## config.mk

```make
export PLATFORM = sky130hd
export DESIGN_NAME = sum_accumulator
export DESIGN_NICKNAME = d
export VERILOG_FILES = /design/src/rtl/sum_accumulator.sv
export SDC_FILE = /design/constraint.sdc
export NUM_CORES = 1
export LEC_CHECK = 0
export CAP_MARGIN = 20
export CORE_MARGIN = 2
export CORE_UTILIZATION = 50
export DETAILED_ROUTE_END_ITERATION = 6
export DONT_BUFFER_PORTS = 1
export GPL_TIMING_DRIVEN = 0
export HOLD_SLACK_MARGIN = 0.08
export PLACE_DENSITY = 0.61
export SLEW_MARGIN = 20
export SYNTH_ARGS = -nofsm -noshare
export SYNTH_HDL_FRONTEND = slang
export SYNTH_SLANG_ARGS = --single-unit
```

## constraint.sdc

```tcl
create_clock -name clk -period 2.2 [get_ports clk]
set_input_delay 0.11 -clock clk [delete_from_list [all_inputs] [get_ports clk]]
set_output_delay 0.11 -clock clk [all_outputs]
set_load 0.05 [all_outputs]
```

## src/rtl/sum_accumulator.sv

```systemverilog
`default_nettype none
// ============================================================================
// Module      : sum_accumulator
// Description : Collects N_SAMPLES unsigned 5-bit sums from an upstream adder
//               into a saturating running total. Once a batch is complete the
//               total is held with out_valid until the consumer takes it.
//               A synchronous clear aborts the current batch.
// Revision    : 1.0 - initial release
// ============================================================================
module sum_accumulator #(
  parameter int ACC_WIDTH = 8,
  parameter int N_SAMPLES = 4
) (
  input  logic                 clk,
  input  logic                 rst_n,
  input  logic [4:0]           s_in,
  input  logic                 in_valid,
  output logic                 in_ready,
  input  logic                 clear,
  output logic [ACC_WIDTH-1:0] acc_out,
  output logic [3:0]           cnt,
  output logic                 ovf,
  output logic                 out_valid,
  input  logic                 out_ready
);

  typedef enum logic [0:0] {
    ACCUM = 1'b0,
    DONE  = 1'b1
  } state_t;

  localparam logic [3:0] c_n_samples = 4'(N_SAMPLES);

  state_t               state_q, state_d;
  logic [ACC_WIDTH-1:0] acc_q, acc_d;
  logic [3:0]           cnt_q, cnt_d;
  logic                 ovf_q, ovf_d;
  logic                 out_valid_q, out_valid_d;

  // One extra bit on the adder so a carry out of the total flags saturation.
  logic [ACC_WIDTH:0]   w_sum;
  logic                 w_sat;
  logic                 w_accept;
  logic                 w_handshake;
  logic [3:0]           w_cnt_inc;

  assign w_sum       = {1'b0, acc_q} + (ACC_WIDTH+1)'(s_in);
  assign w_sat       = w_sum[ACC_WIDTH];
  assign w_accept    = in_valid && (state_q == ACCUM);
  assign w_handshake = out_valid_q && out_ready;
  assign w_cnt_inc   = cnt_q + 4'd1;

  // Next-state and datapath: clear beats handshake beats accept.
  always_comb begin
    state_d = state_q;
    acc_d   = acc_q;
    cnt_d   = cnt_q;
    ovf_d   = ovf_q;
    if (clear || w_handshake) begin
      state_d = ACCUM;
      acc_d   = '0;
      cnt_d   = 4'd0;
      ovf_d   = 1'b0;
    end else if (w_accept) begin
      acc_d = w_sat ? {ACC_WIDTH{1'b1}} : w_sum[ACC_WIDTH-1:0];
      ovf_d = ovf_q | w_sat;
      cnt_d = w_cnt_inc;
      if (w_cnt_inc == c_n_samples) begin
        state_d = DONE;
      end
    end
    out_valid_d = (state_d == DONE);
  end

  // State and datapath registers, cleared asynchronously.
  always_ff @(posedge clk or negedge rst_n) begin
    if (!rst_n) begin
      state_q     <= ACCUM;
      acc_q       <= '0;
      cnt_q       <= 4'd0;
      ovf_q       <= 1'b0;
      out_valid_q <= 1'b0;
    end else begin
      state_q     <= state_d;
      acc_q       <= acc_d;
      cnt_q       <= cnt_d;
      ovf_q       <= ovf_d;
      out_valid_q <= out_valid_d;
    end
  end

  assign in_ready  = (state_q == ACCUM);
  assign acc_out   = acc_q;
  assign cnt       = cnt_q;
  assign ovf       = ovf_q;
  assign out_valid = out_valid_q;

endmodule
`default_nettype wire

```

* Yosys cells after proc, flatten, opt, wreduce, memory -nomap -nowiden
Index checks and enable logic that the tools add are counted.
** Storage, ports and cells
- Bits of input ports :: 10
- Bits in registers :: 14
- Latch bits :: 0
- Memory bits (read-only) :: 0
- RAM bits :: 0
- Memories kept :: 0
** Cells by class
- Bitwise operators :: 2
- Add/subtract/negate cells :: 2
- Shift operators :: 0
- Order comparisons :: 0
- Multipliers :: 0
- Div/mod/pow operators :: 0
- Reductions and logical operators :: 6
- Eq/ne operators :: 1
- Mux-type cells :: 10
** Operators with widths (number)
- $mux 8 :: 3
- $add 8x5->9 :: 1
- $mux 4 :: 2
- $mux 1 :: 5
- $add 4x1->4 const B :: 1
- $eq 4x3->1 const B :: 1
- $reduce_bool 2->1 :: 2
- $logic_and 1x1->1 :: 2
- $reduce_and 2->1 :: 1
- $logic_or 1x1->1 :: 1
- $not 1->1 :: 1
- $or 1x1->1 :: 1

* Depth between registers and ports, before layout
Gate-level depths: netlist (run 1).
- Depth in word-level cells :: 5
- Gate-level depth with buffers :: 6

* Worst setup path before layout (run 1)
OpenSTA, ideal clock, no wires.
- Path kind :: reg2reg
- Start point :: register acc_q[0], in the netlist acc_out[0]
- End point :: register acc_q[7], in the netlist acc_out[7]
- Data required time :: 2.067 ns
- Library setup time :: 0.133 ns
- Setup slack :: 0.037 ns
- Arrival time :: 2.030 ns
- Stages on the path, launching flop included :: 7
- Path through :: dfrtp_1 > ha_1 > fa_1 > a211oi_2 > o21ai_2 > and4bb_1 > nor3_2
** Between the ends
- Cells in the longest elaborated chain, start to end :: 4
** RTL lines
- start: declaration :: RTL line 35 : logic [ACC_WIDTH-1:0] acc_q, acc_d;
- start signal: assignment :: RTL line 79 : acc_q <= '0;
- start signal: assignment :: RTL line 85 : acc_q <= acc_d;
- $add 8x5->9 :: RTL line 47 : assign w_sum = {1'b0, acc_q} + (ACC_WIDTH+1)'(s_in);
- $mux 8 :: RTL line 65 : acc_d = w_sat ? {ACC_WIDTH{1'b1}} : w_sum[ACC_WIDTH-1:0];
- $mux 8 :: RTL line 64 : end else if (w_accept) begin
- $mux 8 :: RTL line 59 : if (clear || w_handshake) begin
No other way between the ends. The select of a mux whose other input is x is not followed.
A chain may end at the register's enable or synchronous reset.

* Final worst setup path (run 1)
Same ends and word-level chain as after synthesis.

==> qor.yml, run 1 <==
ys_top_cells_by_area: "dfrtp_1 38%, ha_1 9.6%, nand3_1 3.8%, xor2_1 3.8%, a21oi_1 3.3%"
path_cells: "ha_1, fa_2, a211oi_4, o21ai_2, and4bb_1, nor3_2"
yosysWarnings: 0
synth_top_area_cell: "dfrtp_1"
port_buffers: 0
rows: 15
status: "finished, final reports clean"
place_congestion: 0.798
arrival_ns: 2.22
async_reset_ff_share_pct: 100
drv_cap: 0
fill_cells: 165
grt_pass1_wl_um: 2900
grt_antenna_before_repair: 0
fmax_mhz: 484
multi_input_area_um2: 543
grt_max_degree: 15
drcViolationCount: 0
placed_area_um2: 946
cts.reportedPaths.clkPinSlew_ns: 0.08
min_path_cells: 2
synth_edf_count: 0
fin_util_pct: 58.9
layout.cells.non_filler: 125
synthFlopType: "dfrtp_1"
cts_tree: "yes"
grt_pass1_vias: 625
synth_top_area_share_pct: 38.3
dp.cells: 118
start_util_pct: 53.0
grt_setup_unrepaired: "false"
timing_worst_setup_path_type: "reg2reg"
drt_iter0_drc: 4
maxSlewViolCount: 0
syn_nets: 111
io_pins: 25
hold_class: "in2reg"
cts_max_path_buffers: 2
avgSynthCellArea_um2: 9.83
cp_slowest_stage_delay_ns: 0.53
crit_cells: 6
design.core.area_um2: 1730
final_area_um2: 1020
tightestPinTransition_ns: 0.675
tns_ns: 0
firstDrtPassIters: 4
grt_use_total_pct: 19.4
seq_area_frac_synth_pct: 38.3
synthCells: 93
worstPathBufferInverterCount: 0
nets: 120
fin_worst_skew_ns: 0.000538
drt-total-wl_um: 1870
hold_viol: 0
htreeDepth: 1
cp_slowest_cell: "dfrtp_2"
vdd_drop_max_mv: 0.401
netlist_area_um2: 915
r2r_cells: 6
dieArea_um2: 2190
startpoint_type: "flop"
wl_per_cell_um: 14.9
critPathMaxFanout: 5
drive_gt1_share_pct: 14.0
p_leak_nw: 0.461
crit_family: "adder cells"
die_w_um: 46.8
synthTopCellsByCount: "14 x dfrtp_1, 7 x ha_1, 7 x nand3_1, 7 x nor2_1"
final.period_utilization_pct: 93.9
num_antenna_cells: 0
areaGrowthSynthToFinish_pct: 11.2
insertion_delay_ns: 0.28
ys_seq_elements: 14
postRouteAntennaNets: 0
root_buffer: "clkbuf_4"
crit_path_end_kind: "flop"
register_area_um2: 352
slew_headroom_pct: 54.9
numCtsBuffers: 3
period_minus_slack_ns: 2.07
synth_cell_types: 35
clock-sinks: 14
via_per_inst: 5.82
fp.dieH_um: 46.8
required_ns: 2.35
dr_total_vias: 728
grt_overflow_total: 0
setup_violations: 0
yosysMostFrequentCell: "dfrtp_1"
p_per_area_nw_per_um2: 643
dpl.hpwl_um: 1320
==> path summary, 6_finish.rpt <==
| kind | start | end | slack [ns] |
|---|---|---|---|
| setup / recovery | acc_out[0] | acc_out[7] | 0.13 |
| hold / removal | out_ready | acc_out[1] | 0.09 |
| setup reg to reg | acc_out[0] | acc_out[7] | 0.13 |
| hold reg to reg | acc_out[0] | acc_out[0] | 0.80 |
| max in group asynchronous | rst_n | acc_out[0] | 1.43 |
| min in group asynchronous | rst_n | acc_out[6] | 0.30 |
==> state kept, by name (all words and copies together), names as in the netlist <==
name / flops
cnt: 4
ovf: 1
acc_out: 8
out_valid: 1
==> cell families (layout without fill, tap and decap cells) <==
kind of cell             Yosys count  after routing  synth area share [%]
AO/OA/AOI/OAI                     23             23                  16.7
AND/OR/NAND/NOR                   33             33                  20.8
flip-flops                        14             14                  38.3
multiplexers                       3              3                  3.28
XOR/XNOR                           6              6                  5.75
buffers and inverters              6             13                  3.42
adder cells (fa/ha/maj)            8              8                  11.8
==> cells in the final DEF, fill, tap and decap left out, types with 2 or more instances in the layout <==
cell type	count
xor2_1	4
a21oi_1	6
dfrtp_1	13
o211ai_1	2
a21o_1	2
o2111ai_1	2
nand2_1	6
nand4_1	3
ha_1	7
inv_1	3
xnor2_1	2
mux2i_1	3
a31oi_1	3
o21ai_0	3
dlygate4sd3_1	3
nand3_1	7
clkbuf_4	3
nor2_1	7
==> power by group <==
part	internal, mW	leakage [nW]	switching [mW]
logic	0.0664	0.259	0.0789
registers	0.273	0.189	0.0869
clock network	0.0635	0.0138	0.0855
total	0.403	0.461	0.251
==> final cells by class <==
| cell class | count | share of cell area (%) |
|---|---|---|
| Clock buffer | 3 | 2.21 |
| Sequential cell | 14 | 34.6 |
| Buffer | 3 | 1.97 |
| Tap cell | 25 | 3.08 |
| Timing Repair Buffer | 4 | 3.69 |
| Multi-Input combinational cell | 73 | 53.4 |
| Inverter | 3 | 1.11 |
==> what timing repair did <==
| item | in CTS | in global routing |
|---|---|---|
| endpoints found under the hold margin | 16 | 0 |
| gates resized for setup | 1 | 2 |
| setup buffers | 0 | 1 |
| pin swaps | 0 | 1 |
| setup endpoints to repair | 8 | 9 |
| gates cloned | 0 | 0 |
| hold buffers | 3 | 0 |
==> stage by stage <==
step	power [mW]	hold WS [ns]	setup WS, ns
4_1_cts	0.651	0.0974	0.00360
5_1_grt	0.693	0.0990	0.0463
3_3_place_gp	0.488	-0.185	-0.0818
3_5_place_dp	0.490	-0.185	-0.102
6_report	0.655	0.0907	0.135
2_1_floorplan	0.465	-0.186	0.0366
==> metal layers <==
metal	wire length (µm)	track usage (%)	up-vias	share of wire, %
met5	0	0	-	0
met4	40	11.7	0	2.1
met3	90	3.08	5	4.8
met2	852	28.5	20	46
met1	884	27.0	347	47
li1	-	-	356	-
Power figures use the tool's default switching activity.
==> inputs of run 2 (changes only) <==
- ABC_AREA: default -> 1
==> qor.yml, run 2 <==
status: "finished, final reports clean"
async_reset_ff_share_pct: 100
ys_top_cells_by_area: "dfrtp_1 37%, nand2_1 19%, ha_1 9.2%, inv_1 5.5%, nand3_1 5.2%"
drt_iter0_drc: 16
startpoint_type: "flop"
fill_cells: 185
whs_endpoint: "ovf"
dp.cells: 158
fin_worst_skew_ns: 0.00335
nets: 160
worst_hold_startpoint: "out_ready"
drv_cap: 0
root_buffer: "clkbuf_4"
tns_ns: 0
final_cell_mix: "48 x nand2_1, 14 x inv_1, 13 x dfrtp_1, 12 x nor2_1, 9 x nand3_1"
via_per_inst: 5.02
r2r_cells: 8
fmax_mhz: 491
drive_gt1_share_pct: 11.3
vdd_drop_max_mv: 0.409
cts_setup_buffers: 0
largest_reg_flops: 8
syn_nets: 151
hold_ws_ns: 0.0832
critPathMaxFanout: 4
grt_overflow_total: 0
seq_area_frac_synth_pct: 36.7
yosysMostFrequentCell: "nand2_1"
slew_headroom_pct: 56.3
worstPathBufferInverterCount: 1
maxSlewViolCount: 0
cp_slowest_cell: "dfrtp_2"
p_leak_nw: 0.625
grt_pass1_vias: 774
fp.dieH_um: 47.7
ys_seq_elements: 14
die_w_um: 47.7
timing.critical_path.mode_cell: "nand3_1"
insertion_delay_ns: 0.28
layout.cells.non_filler: 166
synth_top_area_share_pct: 36.7
netlist_area_um2: 953
wl_per_cell_um: 12.2
synth_top_area_cell: "dfrtp_1"
synth_cell_types: 20
register_area_um2: 352
num_antenna_cells: 0
dr_total_vias: 833
grt_pass1_wl_um: 3340
cts_max_path_buffers: 2
setup_violations: 0
postRouteAntennaNets: 0
dieArea_um2: 2270
required_ns: 2.38
design.core.area_um2: 1760
p_per_area_nw_per_um2: 619
hold_class: "in2reg"
grt_use_total_pct: 21.1
synthFlopType: "dfrtp_1"
min_path_cells: 3
io_pins: 25
grt_setup_unrepaired: "false"
avgSynthCellArea_um2: 7.17
hold_viol: 0
cp_slowest_stage_delay_ns: 0.53
port_buffers: 0
areaGrowthSynthToFinish_pct: 13.0
cp-startpoint: "acc_out[0]"
grt_max_degree: 15
drcViolationCount: 0
start_util_pct: 54.0
post-place-ws_ns: 0.00331
yosysWarnings: 0
period_minus_slack_ns: 2.04
crit_path_end_kind: "flop"
synthTopCellsByCount: "49 x nand2_1, 14 x dfrtp_1, 14 x inv_1"
rows: 15
firstDrtPassIters: 4
timing.reg2reg.setup_slack_ns: 0.16
fin_ws_ns: 0.163
cts.reportedPaths.clkPinSlew_ns: 0.09
numCtsBuffers: 3
path_cells: "ha_1, fa_1, nand3_1, nand3_2, a21oi_4, nand3_1, nand2_1, inv_1"
cts_tree: "yes"
timing_worst_setup_path_type: "reg2reg"
drt-total-wl_um: 2020
r2r_end: "acc_out[7]"
crit_family: "adder cells"
grt_antenna_before_repair: 0
final_common_cell: "nand2_1"
final.period_utilization_pct: 92.6
synth_edf_count: 0
multi_input_area_um2: 554
htreeDepth: 1
synthCells: 133
r2r_start: "acc_out[0]"
arrival_ns: 2.22
place_congestion: 0.794
clock-sinks: 14
tightestPinTransition_ns: 0.654
dpl.hpwl_um: 1500
-- run 2: final cells by class --
type,instances,area share [%]
Inverter,17,5.92
Multi-Input combinational cell,102,51.5
Timing Repair Buffer,4,3.72
Sequential cell,14,32.6
Clock buffer,4,3.37
Tap cell,25,2.90
-- run 2: tightest hold or removal path, stage by stage --
cell and delay (ns):
a21oi_1 0.08, nand3_1 0.09, nand2_1 0.05
-- run 2: where the power goes --
group | switching (mW) | total [mW] | internal [mW]
Combinational | 0.0769 | 0.126 | 0.0494
Clock | 0.0875 | 0.188 | 0.101
Sequential | 0.0799 | 0.352 | 0.272
-- run 2: per-layer routing --
layer	part of all wire, %	vias to the layer above	GRT usage, %
li1	-	433	-
met2	50	20	34.6
met4	0.64	0	4.86
met1	44	378	28.7
met3	5.0	2	4.53
met5	0	-	0
-- run 2: repair_timing --
item,CTS,global route
setup endpoints to repair,2,7
endpoints found under the hold margin,18,0
hold buffers,4,0
resized for setup,1,4
cloned,0,0
-- run 2: cells by family (layout without fill, tap and decap cells) --
family | Yosys count | count (layout) | synth area share, %
flops | 14 | 14 | 36.7
fa+ha+maj | 8 | 8 | 11.3
buf+inv | 17 | 25 | 6.69
compound gates | 12 | 12 | 7.35
xor+xnor | 4 | 4 | 3.67
simple gates | 78 | 78 | 34.3
-- run 2: per-stage QoR --
step	utilization [%]	total power [mW]	area (µm²)
finish	61.1	0.667	1080
global route	61.1	0.711	1080
detailed placement	55.8	0.471	985
global placement	55.8	0.469	985
floorplan	-	0.447	953
CTS	60.2	0.669	1060
-- run 2: worst max-delay path by stage --
stage | to | slack (ns) | cells after the start
2_1_floorplan | acc_out[2] | 0.25 | 8
3_3_place_gp | acc_out[7] | 0.03 | 8
3_5_place_dp | acc_out[0] | 0.003 | 8
4_1_cts | acc_out[7] | 0.09 | 8
5_1_grt | acc_out[2] | 0.01 | 8
6_report | acc_out[7] | 0.16 | 8
==> inputs of run 3 (changes only) <==
- clock period: 2.2 -> 2.4 ns (I/O delays scaled with it)
==> qor.yml, run 3 (same netlist as run 2, synthesis figures left out) <==
place_congestion: 0.794
register_area_um2: 352
drcViolationCount: 0
period_minus_slack_ns: 2.10
via_per_inst: 5.02
insertion_delay_ns: 0.28
p_seq_share_pct: 53.4
crit_path_end_kind: "flop"
port_buffers: 0
hold_ws_ns: 0.0756
tns_ns: 0
wl_per_cell_um: 12.0
intPower_uw: 384
nets: 158
final.period_utilization_pct: 87.7
num_antenna_cells: 0
path_cells: "ha_1, fa_1, nand3_1, nand3_1, nand2_1, o21ai_2, o21ai_0, nand2_1"
grt_setup_unrepaired: "false"
drt_iter0_drc: 16
status: "finished, final reports clean"
grt_overflow_total: 0
numCtsBuffers: 3
hold_class: "in2reg"
p_switching_uw: 220
fmax_mhz: 475
timing_worst_setup_path_type: "reg2reg"
firstDrtPassIters: 4
cts_setup_buffers: 0
cts_tree: "yes"
hold_viol: 0
worstPathBufferInverterCount: 0
areaGrowthSynthToFinish_pct: 9.32
sw_frac_of_total_pct: 36.5
final_common_cell: "nand2_1"
fill_cells: 193
maxSlewViolCount: 0
dp.cells: 158
design.core.area_um2: 1760
drt-total-wl_um: 1970
fp.dieH_um: 47.7
io_pins: 25
cp_slowest_stage_delay_ns: 0.53
root_buffer: "clkbuf_4"
layout.cells.non_filler: 164
start_util_pct: 54.0
combinationalPowerShare_pct: 18.3
grt_pass1_vias: 756
clock-sinks: 14
cts_max_path_buffers: 2
largest_reg_flops: 8
critPathMaxFanout: 4
p_per_area_nw_per_um2: 580
p_leak_nw: 0.608
final_cell_mix: "49 x nand2_1, 14 x inv_1, 13 x dfrtp_1, 12 x nor2_1, 10 x nand3_1"
crit_family: "adder cells"
grt_use_total_pct: 20.8
startpoint_type: "flop"
postRouteAntennaNets: 0
arrival_ns: 2.28
multi_input_area_um2: 539
grt_antenna_before_repair: 0
slew_headroom_pct: 55.6
grt_max_degree: 15
p_clk_share_pct: 28.3
setup_violations: 0
grt_pass1_wl_um: 3290
drv_cap: 0
vdd_drop_max_mv: 0.372
rows: 15
tightestPinTransition_ns: 0.664
dpl.hpwl_um: 1500
fin_worst_skew_ns: 0.00860
cp_slowest_cell: "dfrtp_2"
htreeDepth: 1
dr_total_vias: 823
die_w_um: 47.7
drive_gt1_share_pct: 10.1
dieArea_um2: 2270
cts.reportedPaths.clkPinSlew_ns: 0.09
required_ns: 2.57
run 3: layout make-up:
cell class                 count  share of cell area (%)
timing repair buffer           2                    1.92
tap                           25                    3.00
clock buffer                   4                    3.48
inverter                      17                    6.12
multi-input combinational    102                    51.7
sequential                    14                    33.7
run 3: final timing paths:
| check | startpoint | to | slack [ns] | cells past startpoint |
|---|---|---|---|---|
| max | acc_out[0] | acc_out[0] | 0.30 | 8 |
| min | in_valid | cnt[1] | 0.08 | 3 |
| max reg2reg | acc_out[0] | acc_out[0] | 0.30 | 8 |
| min reg2reg | acc_out[0] | acc_out[0] | 0.71 | 2 |
| max in group asynchronous | rst_n | acc_out[0] | 1.64 | 1 |
| min in group asynchronous | rst_n | acc_out[3] | 0.30 | 1 |
run 3: through the flow:
step           utilization (%)  power [mW]  cell area, µm²  setup slack (ns)
3_3_place_gp              55.8       0.430             985             0.232
3_5_place_dp              55.8       0.432             985             0.203
6_report                  59.1       0.605            1040             0.296
5_1_grt                   59.1       0.644            1040            0.0973
4_1_cts                   59.0       0.610            1040             0.176
2_1_floorplan                -       0.410             953             0.448
run 3: routing by layer:
metal,GRT usage (%),up-vias,share of wire (%)
met5,0,-,0
met4,4.86,0,1.1
met3,4.53,4,6.2
met2,34.1,22,47
met1,28.1,369,46
li1,-,428,-
run 3: power groups by stage:
stage | Combinational [mW] | Sequential (mW) | Clock, mW
after floorplan | 0.0865 | 0.324 | 0
after global placement | 0.102 | 0.327 | 0
after detailed placement | 0.104 | 0.328 | 0
after CTS | 0.112 | 0.323 | 0.175
after global routing | 0.132 | 0.326 | 0.185
final | 0.110 | 0.323 | 0.171
run 3: what timing repair did:
item                                   4_1_cts  5_1_grt
hold buffers                                 2        0
endpoints found under the hold margin       17        0
setup endpoints to repair                    0        2
gates resized for setup                      0        1
run 3: worst register-to-register path: stages (launching register included):
cell and delay (ns):
dfrtp_2 0.53, ha_1 0.26, fa_1 0.42, nand3_1 0.13, nand3_1 0.17, nand2_1 0.15, o21ai_2 0.09, o21ai_0 0.18
nand2_1 0.07
